$ cat config.mk
export PLATFORM = sky130hd
export DESIGN_NAME = sbox_layer_iter
export DESIGN_NICKNAME = d
export VERILOG_FILES = /design/src/rtl/ascon_pack.sv /design/src/rtl/sbox.sv /design/src/rtl/sbox_layer_iter.sv
export SDC_FILE = /design/constraint.sdc
export NUM_CORES = 1
export LEC_CHECK = 0
export BUFFER_PORTS_ARGS = -buffer_cell sky130_fd_sc_hd__buf_2
export CAP_MARGIN = 30
export CORE_AREA = 5 5 249 251
export CTS_CLUSTER_DIAMETER = 150
export CTS_CLUSTER_SIZE = 8
export DETAILED_ROUTE_END_ITERATION = 10
export DIE_AREA = 0 0 254 256
export GPL_ROUTABILITY_DRIVEN = 0
export SLEW_MARGIN = 20
export SYNTH_ARGS = -nofsm -noshare
export SYNTH_HDL_FRONTEND = slang
export SYNTH_SLANG_ARGS = --single-unit
$ cat constraint.sdc
create_clock -name clock_i -period 11.3 [get_ports clock_i]
set_input_delay 0 -clock clock_i [delete_from_list [all_inputs] [get_ports clock_i]]
set_output_delay 0 -clock clock_i [all_outputs]
set_load 0.03 [all_outputs]
$ cat src/rtl/ascon_pack.sv
// Shared Ascon types: the 5x64 permutation state and the sbox-layer FSM state.
package ascon_pack;

    localparam int NB_WORDS  = 5;
    localparam int WORD_BITS = 64;
    localparam int COL_BITS  = 6;

    // Word 0 is x0, word 4 is x4.
    typedef logic [NB_WORDS-1:0][WORD_BITS-1:0] ascon_state_t;

    typedef enum logic [1:0] {
        IDLE,
        RUN,
        DONE
    } fsm_state_t;

endpackage

$ cat src/rtl/sbox.sv
// Ascon 5-bit substitution box in its bitsliced boolean form.
// Bit 4 of x/y is x0, bit 0 is x4.
module sbox (
    input  logic [4:0] x,
    output logic [4:0] y
);

    logic a0, a1, a2, a3, a4;
    logic b0, b1, b2, b3, b4;

    // Input mixing: x0 ^= x4, x4 ^= x3, x2 ^= x1.
    assign a0 = x[4] ^ x[0];
    assign a1 = x[3];
    assign a2 = x[2] ^ x[3];
    assign a3 = x[1];
    assign a4 = x[0] ^ x[1];

    // Chi-like nonlinear layer.
    assign b0 = a0 ^ (~a1 & a2);
    assign b1 = a1 ^ (~a2 & a3);
    assign b2 = a2 ^ (~a3 & a4);
    assign b3 = a3 ^ (~a4 & a0);
    assign b4 = a4 ^ (~a0 & a1);

    // Output mixing: x1 ^= x0, x0 ^= x4, x3 ^= x2, x2 = ~x2.
    assign y[4] = b0 ^ b4;
    assign y[3] = b1 ^ b0;
    assign y[2] = ~b2;
    assign y[1] = b3 ^ b2;
    assign y[0] = b4;

endmodule

$ cat src/rtl/sbox_layer_iter.sv
// Iterative Ascon substitution layer: COLS_PER_CYCLE columns per clock,
// valid/ready handshake on both sides, IDLE -> RUN -> DONE control.
module sbox_layer_iter
    import ascon_pack::*;
#(
    parameter int COLS_PER_CYCLE = 16
) (
    input  logic         clock_i,
    input  logic         reset_i,
    input  logic         valid_i,
    output logic         ready_o,
    input  ascon_state_t state_i,
    output logic         valid_o,
    input  logic         ready_i,
    output ascon_state_t state_o,
    output logic         busy_o
);

    localparam int                  NB_STEPS = WORD_BITS / COLS_PER_CYCLE;
    localparam logic [COL_BITS-1:0] COL_STEP = COL_BITS'(COLS_PER_CYCLE);
    localparam logic [COL_BITS-1:0] LAST_COL = COL_BITS'((NB_STEPS - 1) * COLS_PER_CYCLE);

    fsm_state_t                          fsm;
    logic         [COL_BITS-1:0]         col;
    ascon_state_t                        state_q;
    ascon_state_t                        state_next;
    logic         [NB_WORDS-1:0][COLS_PER_CYCLE-1:0] chunk_in;
    logic         [NB_WORDS-1:0][COLS_PER_CYCLE-1:0] chunk_out;

    // col is always a multiple of COLS_PER_CYCLE, so the active chunk is a part-select.
    always_comb begin
        for (int i = 0; i < NB_WORDS; i++) begin
            chunk_in[i] = state_q[i][col +: COLS_PER_CYCLE];
        end
    end

    for (genvar k = 0; k < COLS_PER_CYCLE; k++) begin : g_col
        logic [4:0] sb_x;
        logic [4:0] sb_y;

        assign sb_x = {chunk_in[0][k], chunk_in[1][k], chunk_in[2][k],
                       chunk_in[3][k], chunk_in[4][k]};

        sbox u_sbox (
            .x(sb_x),
            .y(sb_y)
        );

        assign chunk_out[0][k] = sb_y[4];
        assign chunk_out[1][k] = sb_y[3];
        assign chunk_out[2][k] = sb_y[2];
        assign chunk_out[3][k] = sb_y[1];
        assign chunk_out[4][k] = sb_y[0];
    end

    // NOTE: default the whole word first so untouched columns pass through and no latch is inferred.
    always_comb begin
        state_next = state_q;
        for (int i = 0; i < NB_WORDS; i++) begin
            state_next[i][col +: COLS_PER_CYCLE] = chunk_out[i];
        end
    end

    // NOTE: all state, including the working register, uses non-blocking assignments and async reset.
    always_ff @(posedge clock_i or posedge reset_i) begin
        if (reset_i) begin
            fsm     <= IDLE;
            col     <= '0;
            state_q <= '0;
            ready_o <= 1'b1;
            valid_o <= 1'b0;
            busy_o  <= 1'b0;
        end else begin
            case (fsm)
                IDLE: begin
                    if (valid_i) begin
                        fsm     <= RUN;
                        col     <= '0;
                        state_q <= state_i;
                        ready_o <= 1'b0;
                        busy_o  <= 1'b1;
                    end
                end
                RUN: begin
                    state_q <= state_next;
                    if (col == LAST_COL) begin
                        fsm     <= DONE;
                        col     <= '0;
                        busy_o  <= 1'b0;
                        valid_o <= 1'b1;
                    end else begin
                        col <= col + COL_STEP;
                    end
                end
                DONE: begin
                    if (ready_i) begin
                        fsm     <= IDLE;
                        valid_o <= 1'b0;
                        ready_o <= 1'b1;
                    end
                end
                default: begin
                    fsm     <= IDLE;
                    col     <= '0;
                    ready_o <= 1'b1;
                    valid_o <= 1'b0;
                    busy_o  <= 1'b0;
                end
            endcase
        end
    end

    assign state_o = state_q;

endmodule

==> qor.csv <==
stage;metric;value;unit
finish;area taken by flip-flops and latches;8190;um2
timing;worst-margin pin slew;1.20;ns
cts;CTS max path bufs;3;
critical_path;Setup crit end;state_o[315];
routing;Detail Route Antenna Nets;0;
timing;fin crit share;40.8;%
critical_path;critical path arrival;5.02;ns
routing;WL final;109;mm
placement;Port Buffers;646;
global_route;total grt overflow;0;
global_route;pin count of the biggest net entering global routing;253;
critical_path;reg-to-reg setup timing slack;6.69;ns
floorplanning;full die area;65000;um2
synthesis;Synth Warn #;0;
critical_path;critical path's largest stage delay;0.82;ns
finish;Final nets;3200;
global_route;vias in the first global route;21500;
synthesis;Post-synth top flop;dfrtp_1;
synthesis;syn nets;2305;
hold_path;worst min path class;in2async;
critical_path;CP cell instances;buf_4, nand2_1, o22ai_1, o21ai_0, xnor2_1, o22ai_1;
timing;Slew Viols, Final;0;
critical_path;Worst setup SP type;flip-flop;
global_route;initial antenna violation count;12;
finish;fraction of final layout cells sized beyond drive strength 1;28.8;%
synthesis;most frequent cell after synthesis;nor2_1;
cts;# Post-CTS Setup Buffers;0;
finish;Fill cells;5640;
critical_path;worst r2r src;col[5];
synthesis;Synth Cell Area;18600;um2
finish;multi-input logic area;9770;um2
outcome;status;finished with violations;
routing;Vias;21500;
timing;Clock Skew;0.0354;ns
timing;Final Hold Viols;18;
cts;CTS tree;yes;
cts;H-tree depth;2;
finish;Final Cell Area;27200;um2
floorplanning;initial core utilization;31.2;%
synthesis;post-synthesis sequential area ratio;43.9;%
critical_path;Crit-path slowest cell;o22ai_1;
floorplanning;Die W;254;um
routing;routed len/inst;29.9;um
placement;area post-placement;22600;um2
critical_path;FF-to-FF End;state_o[315];
synthesis;Synth area leaders;dfrtp_1 44%, mux4_2 8.0%, a21oi_1 6.9%, o22ai_1 6.8%, nor2_1 6.6%;
timing;RSZ-0062 raised after global routing;false;
timing;Slew headroom;19.8;%
critical_path;data required time of the worst path;11.70;ns
critical_path;crit path launch;col[5];
cts;clk_lat worst skew;0.59;ns
critical_path;worst r2r path cells;6;
timing;final-report setup violation count;0;
critical_path;CP max FO;47;
timing;Period minus WS final;4.61;ns
synthesis;Yosys reg bits;327;
floorplanning;Top Ports;647;
cts;clock root buffer;clkbuf_16;
timing;Setup TNS;0;ns
cts;Worst-path clk slew;0.05;ns
routing;DRT iter0 DRCs;2629;
floorplanning;Row Count;90;
floorplanning;core area;59700;um2
floorplanning;Die Span Y;256;um
synthesis;area share of the largest cell type after synthesis;43.8;%
cts;CTS Buf Count;46;
run;Max Cap Violations;0;
synthesis;Mapped Cells;1944;
critical_path;Setup Crit Path Kind;reg2reg;
global_route;Total GRT Usage;31.8;%
routing;drt via density;5.92;
synthesis;synth unique cells;37;
outcome;failing checks;negative hold slack;
routing;drt pass-1 iters;6;
synthesis;Post-synth EDFFs;0;
synthesis;Post-synth top cells;327 x nor2_1, 326 x dfrtp_1, 258 x a21oi_1;
global_route;first-pass GRT wire length;154;mm
synthesis;ys async rst share;100;%
placement;dpl hpwl;75.6;mm
critical_path;Worst setup EP type;flip-flop;
critical_path;crit-path most repeated cell;o22ai_1;
synthesis;syn avg cell area;9.58;um2
timing;Peak Freq;0.217;GHz
timing;Hold Slack;-0.0230;ns
synthesis;area leader, netlist;dfrtp_1;
finish;Layout area overhead;46.0;%
routing;DRC Markers;0;
cts;TritonCTS Sinks;327;
[per-stage QoR]
stage | setup WS, ns | instances | util, %
floorplan | 2.25 | 1944 | -
global placement | 6.62 | 3243 | 37.8
detailed placement | 6.42 | 3246 | 37.9
CTS | 6.40 | 3628 | 45.4
global route | 6.62 | 3635 | 45.5
finish | 6.69 | 3638 | 45.6
[cells by family (layout without fill, tap and decap cells)]
group	Yosys count	count (layout)	share of synthesized area, %
adder cells (fa/ha/maj)	37	37	2.49
buffers and inverters	193	1099	4.27
XOR/XNOR	200	200	9.63
other	0	6	0
AO/OA/AOI/OAI	643	643	20.4
flip-flops	327	327	43.9
AND/OR/NAND/NOR	474	474	11.1
multiplexers	70	70	8.22
[final cells by class]
class | instances | area share, %
flip-flops and latches | 327 | 30.1
clock inverters | 2 | 0.120
diodes | 6 | 0.0552
well taps | 782 | 3.60
inverters | 35 | 0.511
multi-input cells | 1424 | 35.9
repair buffers | 1005 | 25.2
clock buffers | 57 | 4.46
[sequential cells by signal, summed over array words and instances, names as in the netlist]
signal and flops:
state_o 320, col 2, fsm 2, busy_o 1, ready_o 1, valid_o 1
[layout by cell type, fill, tap and decap left out, types with 3 or more instances in the layout]
master / netlist / final
nand2_1: 48 / 48
nand3_1: 4 / 3
buf_2: 20 / 646
xnor2_1: 99 / 98
a21oi_1: 258 / 254
mux4_2: 66 / 66
clkbuf_1: 127 / 10
nor2_1: 327 / 326
ha_1: 37 / 37
nor3b_1: 12 / 12
nand2b_1: 4 / 3
o22ai_1: 202 / 202
o22a_1: 7 / 7
clkbuf_16: 0 / 47
xor2_1: 98 / 98
a21o_4: 0 / 4
inv_1: 35 / 34
diode_2: 0 / 6
o21ai_0: 95 / 95
buf_4: 4 / 30
a21oi_4: 0 / 4
mux2_2: 3 / 3
and3_1: 69 / 69
buf_16: 0 / 5
a221oi_1: 64 / 64
xnor3_1: 3 / 3
nor2b_1: 3 / 3
o221ai_1: 10 / 10
dfrtp_1: 326 / 324
dlygate4sd3_1: 0 / 323
[timing repair]
action / 4_1_cts / 5_1_grt
hold endpoints to repair: 452 / 0
hold buffers: 323 / 0
gates resized for setup: 0 / 0
[how the worst min path moves through the flow]
stage | startpoint | endpoint | slack [ns] | depth (start not counted)
global placement | reset_i | state_o[204] | 0.26 | 2
detailed placement | state_i[166] | state_o[166] | 0.26 | 3
CTS | state_i[178] | state_o[178] | 0.19 | 4
global route | reset_i | state_o[252] | 0.002 | 3
floorplan | state_i[128] | state_o[128] | 0.17 | 2
finish | reset_i | state_o[140] | -0.02 | 3
[layer usage]
layer  global-route usage [%]  vias up  share of wire, %
met5                        0        -             0.044
met4                     12.1        8               5.0
met3                     8.81      360                12
met2                     49.9     1745                45
met1                     42.0    10600                39
li1                         -     8848                 -
[critical path: cells and delay by family, from the launching register on]
kind | cells | cell delay, ns
buf+inv | 1 | 0.80
simple gates | 1 | 0.75
compound gates | 3 | 1.23
xor+xnor | 1 | 0.79
flops | 1 | 0.78
Power is not shown: default switching activity piles up to over one toggle a cycle in this logic, so the estimate is an artifact.
